## src/rtl/sram_ctrl.sv

```systemverilog
// Registered controller for one asynchronous SRAM: valid/ready request port,
// multi-cycle read/write sequencing with configurable wait states and split pad data.
module sram_ctrl #(
    parameter int DATA_W   = 32,
    parameter int BE_W     = DATA_W / 8,
    parameter int ADDR_W   = 20,
    parameter int ADDR_LSB = 2,
    parameter int RD_WAIT  = 2,
    parameter int WR_WAIT  = 1
) (
    input  logic              clk,
    input  logic              rst,
    input  logic              req_i,
    input  logic              we_i,
    input  logic [31:0]       addr_i,
    input  logic [BE_W-1:0]   sel_i,
    input  logic [DATA_W-1:0] data_i,
    output logic              ready_o,
    output logic              ack_o,
    output logic [DATA_W-1:0] data_o,
    input  logic [DATA_W-1:0] ram_data_i,
    output logic [DATA_W-1:0] ram_data_o,
    output logic              ram_data_oe,
    output logic [ADDR_W-1:0] ram_addr,
    output logic [BE_W-1:0]   ram_be_n,
    output logic              ram_ce_n,
    output logic              ram_oe_n,
    output logic              ram_we_n
);

    typedef enum logic [2:0] {
        IDLE,
        READ,
        WR_SETUP,
        WR_PULSE,
        WR_HOLD
    } state_t;

    localparam logic [7:0] RD_LOAD = 8'(RD_WAIT - 1);
    localparam logic [7:0] WR_LOAD = 8'(WR_WAIT - 1);

    state_t     state;
    logic [7:0] cnt;

    // Address bits outside the word index are deliberately ignored (aliasing).
    logic unused_addr;
    assign unused_addr = ^{addr_i[31:ADDR_LSB+ADDR_W], addr_i[ADDR_LSB-1:0]};

    assign ready_o = (state == IDLE) && !rst;

    always_ff @(posedge clk or posedge rst) begin
        if (rst) begin
            state       <= IDLE;
            cnt         <= 8'd0;
            ram_ce_n    <= 1'b1;
            ram_oe_n    <= 1'b1;
            ram_we_n    <= 1'b1;
            ram_be_n    <= '1;
            ram_addr    <= '0;
            ram_data_o  <= '0;
            ram_data_oe <= 1'b0;
            ack_o       <= 1'b0;
            data_o      <= '0;
        end else begin
            ack_o <= 1'b0;
            case (state)
                IDLE: begin
                    if (req_i) begin
                        ram_addr <= addr_i[ADDR_LSB+ADDR_W-1:ADDR_LSB];
                        ram_ce_n <= 1'b0;
                        if (we_i) begin
                            state       <= WR_SETUP;
                            ram_be_n    <= ~sel_i;
                            ram_data_o  <= data_i;
                            ram_data_oe <= 1'b1;
                            cnt         <= 8'd0;
                        end else begin
                            state    <= READ;
                            ram_oe_n <= 1'b0;
                            ram_be_n <= '0;
                            cnt      <= RD_LOAD;
                        end
                    end
                end
                READ: begin
                    if (cnt == 8'd0) begin
                        state    <= IDLE;
                        ram_ce_n <= 1'b1;
                        ram_oe_n <= 1'b1;
                        ram_be_n <= '1;
                        data_o   <= ram_data_i;
                        ack_o    <= 1'b1;
                    end else begin
                        cnt <= cnt - 8'd1;
                    end
                end
                WR_SETUP: begin
                    state    <= WR_PULSE;
                    ram_we_n <= 1'b0;
                    cnt      <= WR_LOAD;
                end
                WR_PULSE: begin
                    if (cnt == 8'd0) begin
                        state    <= WR_HOLD;
                        ram_we_n <= 1'b1;
                    end else begin
                        cnt <= cnt - 8'd1;
                    end
                end
                // Dropping data_oe here leaves the ack cycle as the turnaround gap.
                WR_HOLD: begin
                    state       <= IDLE;
                    ram_ce_n    <= 1'b1;
                    ram_data_oe <= 1'b0;
                    ram_be_n    <= '1;
                    ack_o       <= 1'b1;
                end
                default: begin
                    state <= IDLE;
                end
            endcase
        end
    end

endmodule

```

## config.mk

```make
export PLATFORM = sky130hd
export DESIGN_NAME = sram_ctrl
export DESIGN_NICKNAME = d
export VERILOG_FILES = /design/src/rtl/sram_ctrl.sv
export SDC_FILE = /design/constraint.sdc
export NUM_CORES = 1
export LEC_CHECK = 0
export BUFFER_PORTS_ARGS = -buffer_cell sky130_fd_sc_hd__clkbuf_2
export CAP_MARGIN = 40
export CORE_ASPECT_RATIO = 2
export CORE_MARGIN = 4
export CORE_UTILIZATION = 32
export DETAILED_ROUTE_END_ITERATION = 6
export GPL_ROUTABILITY_DRIVEN = 0
export SYNTH_ARGS = -nofsm -noshare
export SYNTH_HDL_FRONTEND = slang
export SYNTH_SLANG_ARGS = --single-unit
```

## constraint.sdc

```tcl
create_clock -name clk -period 3.7 [get_ports clk]
set_input_delay 0 -clock clk [delete_from_list [all_inputs] [get_ports clk]]
set_output_delay 0 -clock clk [all_outputs]
set_load 0.005 [all_outputs]
```

Word-level counts from Yosys, hierarchy flattened
Cells that the tools add are included.
{ "word_totals": {"register_bits": 104, "elab_cells": 67} }
{ "op_classes": {"n_addsub": 1, "n_eq_ne": 10, "muxes": 25, "bitwise_logic": 1, "reduce_logical": 19} }
{ "ops": {"columns": ["op", "n"], "rows": [
  ["8-bit one-hot mux with 3 select lines", 1],
  ["8-bit two-way mux", 2],
  ["3-bit AND reduction", 5],
  ["4-bit two-way mux", 3],
  ["2-bit inequality test, second input constant", 6],
  ["3-bit one-hot mux with 4 select lines", 1],
  ["4-bit one-hot mux with 3 select lines", 1],
  ["3-bit two-way mux", 3],
  ["8-bit zero test", 1],
  ["1-bit two-way mux", 8],
  ["1-bit one-hot mux with 2 select lines", 4],
  ["8-bit by 1-bit subtractor with 8-bit output, second input constant", 1],
  ["3-bit by 2-bit equality test with 1-bit output, second input constant", 2],
  ["2-bit AND reduction", 3],
  ["2-bit nonzero test", 3],
  ["3-bit nonzero test", 2],
  ["4-bit NOT", 1],
  ["4-bit AND reduction", 1],
  ["3-bit by 1-bit equality test with 1-bit output, second input constant", 1],
  ["3-bit equality test, second input constant", 1],
  ["3-bit zero test", 1],
  ["1-bit one-hot mux with 3 select lines", 1],
  ["2-bit two-way mux", 1],
  ["2-bit OR reduction", 1],
  ["2 further kinds", 2]
]} }

Depth between registers and ports, before layout
{ "depth": {"word_depth": 4, "mapped_depth": 8, "ltp_nobuf": 6} }

Least setup slack after synthesis
Ideal clock, no wire load.
{ "synth_path": {"path_type": "register -> register", "start": "reg cnt[0]", "end": "reg data_o[5]", "arrival_ps": 2154, "t_required_ps": 3575, "slack_ps": 1421, "stages_incl_launch_ff": 8, "path_buffers": 2, "path_cell_list": "dfrtp_1 inv_1 ha_1 or3b_2 or4_4 buf_6 buf_6 mux2_4"} }
{ "synth_via": {"elab_chain_len": 2} }
{ "synth_rtl": {"columns": ["element", "line", "source"], "rows": [
  ["start, declared", "43", "logic [7:0] cnt;"],
  ["start signal, assigned", "94", "cnt <= cnt - 8'd1;"],
  ["start signal, assigned", "107", "cnt <= cnt - 8'd1;"],
  ["8-bit zero test", "86", "if (cnt == 8'd0) begin"],
  ["2-bit AND reduction (no line)", null, null],
  ["end signal, assigned", "91", "data_o <= ram_data_i;"],
  ["end, declared", "20", "output logic [DATA_W-1:0] data_o,"]
]} }
No other way between the ends.
A chain may end at the register's enable or synchronous reset.

Worst setup path after layout
{ "layout_path": {"start": "reg cnt[0]", "end": "reg cnt[7]"} }
{ "layout_via": {"elab_chain_len": 3} }
{ "layout_rtl": {"columns": ["element"], "rows": [
  ["8-bit by 1-bit subtractor with 8-bit output / 8-bit zero test (equally long branches)"],
  ["8-bit two-way mux / 2-bit inequality test (equally long branches)"],
  ["8-bit one-hot mux with 3 select lines / 3-bit AND reduction (equally long branches)"]
]} }
Several ways; a longest one is shown, not always the timed one. The select of a mux whose other input is x is not followed.

==> metrics.txt <==
overall power roughly 4500 µW; Worst Skew ~0.011 ns; HP Class in2reg; Slew @ Worst Pin approximately 0.99 ns; drt drc 0; Critical path origin cnt[0]; post-route ant nets 0; Critical Path AT 2.85 ns; post-DR vias/cell roughly 4.7; Critical Path Fanout Max 8; pin count of the biggest net entering global routing 41; Filler Cell Count around 1100; Synth cell types 35; Die Ht 170 µm; status completed; grt total ovfl 0; Synth Area in Compound Gates 0.0558; largest family of logic cells by synthesized area multiplexers; CTS root buffer clkbuf_16; area grow syn2layout 53.9%; register bit total from synthesis ~100; vias approximately 3400; CTS tree done; Post-Synth Simple-Gate Area 0.0614; Clock transition at path regs 0.07 ns; register area share after synthesis 0.622; antenna cell count 0; row cnt 59; WL final 11400 µm; nets@finish 680; initial DRC count 95; fin. max-slew vios 0; Hold Crit Start req_i; most frequent cells in the layout 185 x clkbuf_2, 97 x dfrtp_1, 90 x dlygate4sd3_1, 81 x mux2_2, 13 x nor2_1; Synth Area in Adders 0.00596; startpoint types flop; asr flop ratio synth 1.00; mux cell area share after synthesis 0.228; initial core utilization 0.325; Power Dens Cells 689 nW/µm²; number of port buffers about 190; Post-synth EDFFs 0; Worst setup EP type flop; XOR/XNOR share of the synthesized area 0; cts repair resizes 0; max cap viols 0; DP HPWL 8010 µm; vias in the first global route between 3000 and 4000; NetSw ~1400 µW; final number of setup-violating endpoints 0; H-tree Lvls 3; Post-Synthesis Cells 299; commonest register cell after synthesis dfrtp_1; layout cells sized above 1 0.522; core area roughly 13000 µm²; period utilization 0.709; clk buf depth 2; die area about 15000 µm²; final setup TNS 0 ns; final hold vios 0; TritonRoute pass-1 iters 4; sequential power share 0.452; Net Sw Frac 0.313; Max Freq 381 MHz; wire length per cell approximately 16 µm; unrepaired setup endpoints after global routing no; commonest non-fill, non-tap cell in the layout clkbuf_2; first-pass GRT wire length approximately 18000 µm; Num CTS Buffers 9; Critical Path RT between 3 and 4 ns; I/O pins 198; CTS sink cnt 104; clock power share 0.202; synthesized cell area between 4000 and 5000 µm²; Lkg Pwr 0.00328 µW; multi-input logic area ~1500 µm²; worst vdd ir 0.399 mV; Synth warnings 0; Seq. cell area between 2000 and 3000 µm²; initial antenna violation count 0; combinational share of power 0.346; Chip Width roughly 90 µm; fin crit period roughly 2.6 ns; internal power roughly 3000 µW; Post-Syn Area per Cell roughly 14 µm²; overall routing resource usage 0.157; post-synth net total around 410; Clock Latency Late Sink about 0.35 ns; CP Class reg2reg; Critical R2R Launch cnt[0]; worst slew margin relative to its limit 0.337
-- timing repair --
action / CTS / global route
hold endpoints to repair: 121 / 0
buffers inserted: 0 / 0
hold buffers: 90 / 0
-- cell usage after synthesis, types with 2 or more instances --
master,n,area (µm²)
a21boi_0,4,30.0
a21oi_1,9,45.0
a311oi_1,3,26.3
a31o_2,2,17.5
a31oi_1,4,25.0
buf_1,2,7.51
buf_2,5,25.0
buf_6,2,22.5
clkbuf_1,6,22.5
dfrtp_1,97,2430
dfstp_2,7,184
ha_1,2,25.0
inv_1,9,33.8
mux2_2,81,912
mux2_4,3,45.0
nand2_1,10,37.5
nand2b_1,2,12.5
nand3_1,2,10.0
nor2_1,13,48.8
nor2b_1,2,12.5
nor3_1,6,30.0
nor3b_1,2,15.0
nor4_1,3,18.8
o21ai_0,7,35.0
o31ai_1,3,22.5
or4_1,3,22.5
or4_4,2,22.5
-- sequential cells by signal, indices dropped and copies added (netlist names) --
| signal | count |
|---|---|
| state | 3 |
| ram_we_n | 1 |
| ram_oe_n | 1 |
| ram_ce_n | 1 |
| ram_data_o | 32 |
| ack_o | 1 |
| cnt | 8 |
| ram_be_n | 4 |
| data_o | 32 |
| ram_addr | 20 |
| ram_data_oe | 1 |
-- cells by family after synthesis --
group,after synthesis
flops,104
mux,84
simple gates,49
compound gates,36
buf+inv,24
fa+ha+maj,2
-- power groups by stage --
stage          Combinational (µW)  Clock, µW  Sequential, µW
2_1_floorplan                 748          0            2010
6_report                     1540        898            2010
3_3_place_gp                 1450          0            2000
3_5_place_dp                 1490          0            2030
5_1_grt                      1700        990            2080
4_1_cts                      1570        937            2010
-- layout make-up --
type | count | area share
Clock buffer | 10 | 0.0355
Clock inverter | 6 | 0.00736
Multi-Input combinational cell | 171 | 0.228
Timing Repair Buffer | 279 | 0.289
Sequential cell | 104 | 0.404
Tap cell | 152 | 0.0295
Inverter | 9 | 0.00562
-- metrics by stage --
step / std cells / instance area, µm² / hold WS, ns / utilization / worst slack (ns)
after floorplan: 299 / 4200 / 0.0303 / - / 0.979
after global routing: 731 / 6460 / 0.0714 / 0.500 / 0.984
final: 731 / 6460 / 0.0447 / 0.500 / 1.08
after CTS: 731 / 6460 / 0.0360 / 0.500 / 1.15
after detailed placement: 625 / 5280 / 0.0434 / 0.409 / 1.17
after global placement: 624 / 5260 / 0.232 / 0.407 / 1.25
-- path summary, 6_finish.rpt --
check	slack, ns	end	cells after the start
worst min register to register	0.50	data_o[22]	1
worst max-delay path	1.08	cnt[7]	6
max in group asynchronous	2.42	data_o[16]	5
worst min-delay path	0.04	state[0]	3
min in group asynchronous	0.22	data_o[1]	3
worst max register to register	1.08	cnt[7]	6
-- critical path, stage by stage, from the launching register on --
cell,delay [ns]
dfrtp_1,0.44
inv_1,0.16
ha_1,0.18
or3b_2,0.46
nor3_1,0.77
nor2_1,0.24
a31o_2,0.26
-- layer usage --
metal,share of wire,GRT usage,vias up
li1,-,-,1613
met1,0.34,0.158,1658
met2,0.57,0.294,132
met5,0,0,-
met4,0.029,0.0719,0
met3,0.064,0.0368,24
(Power assumes the default switching activity.)
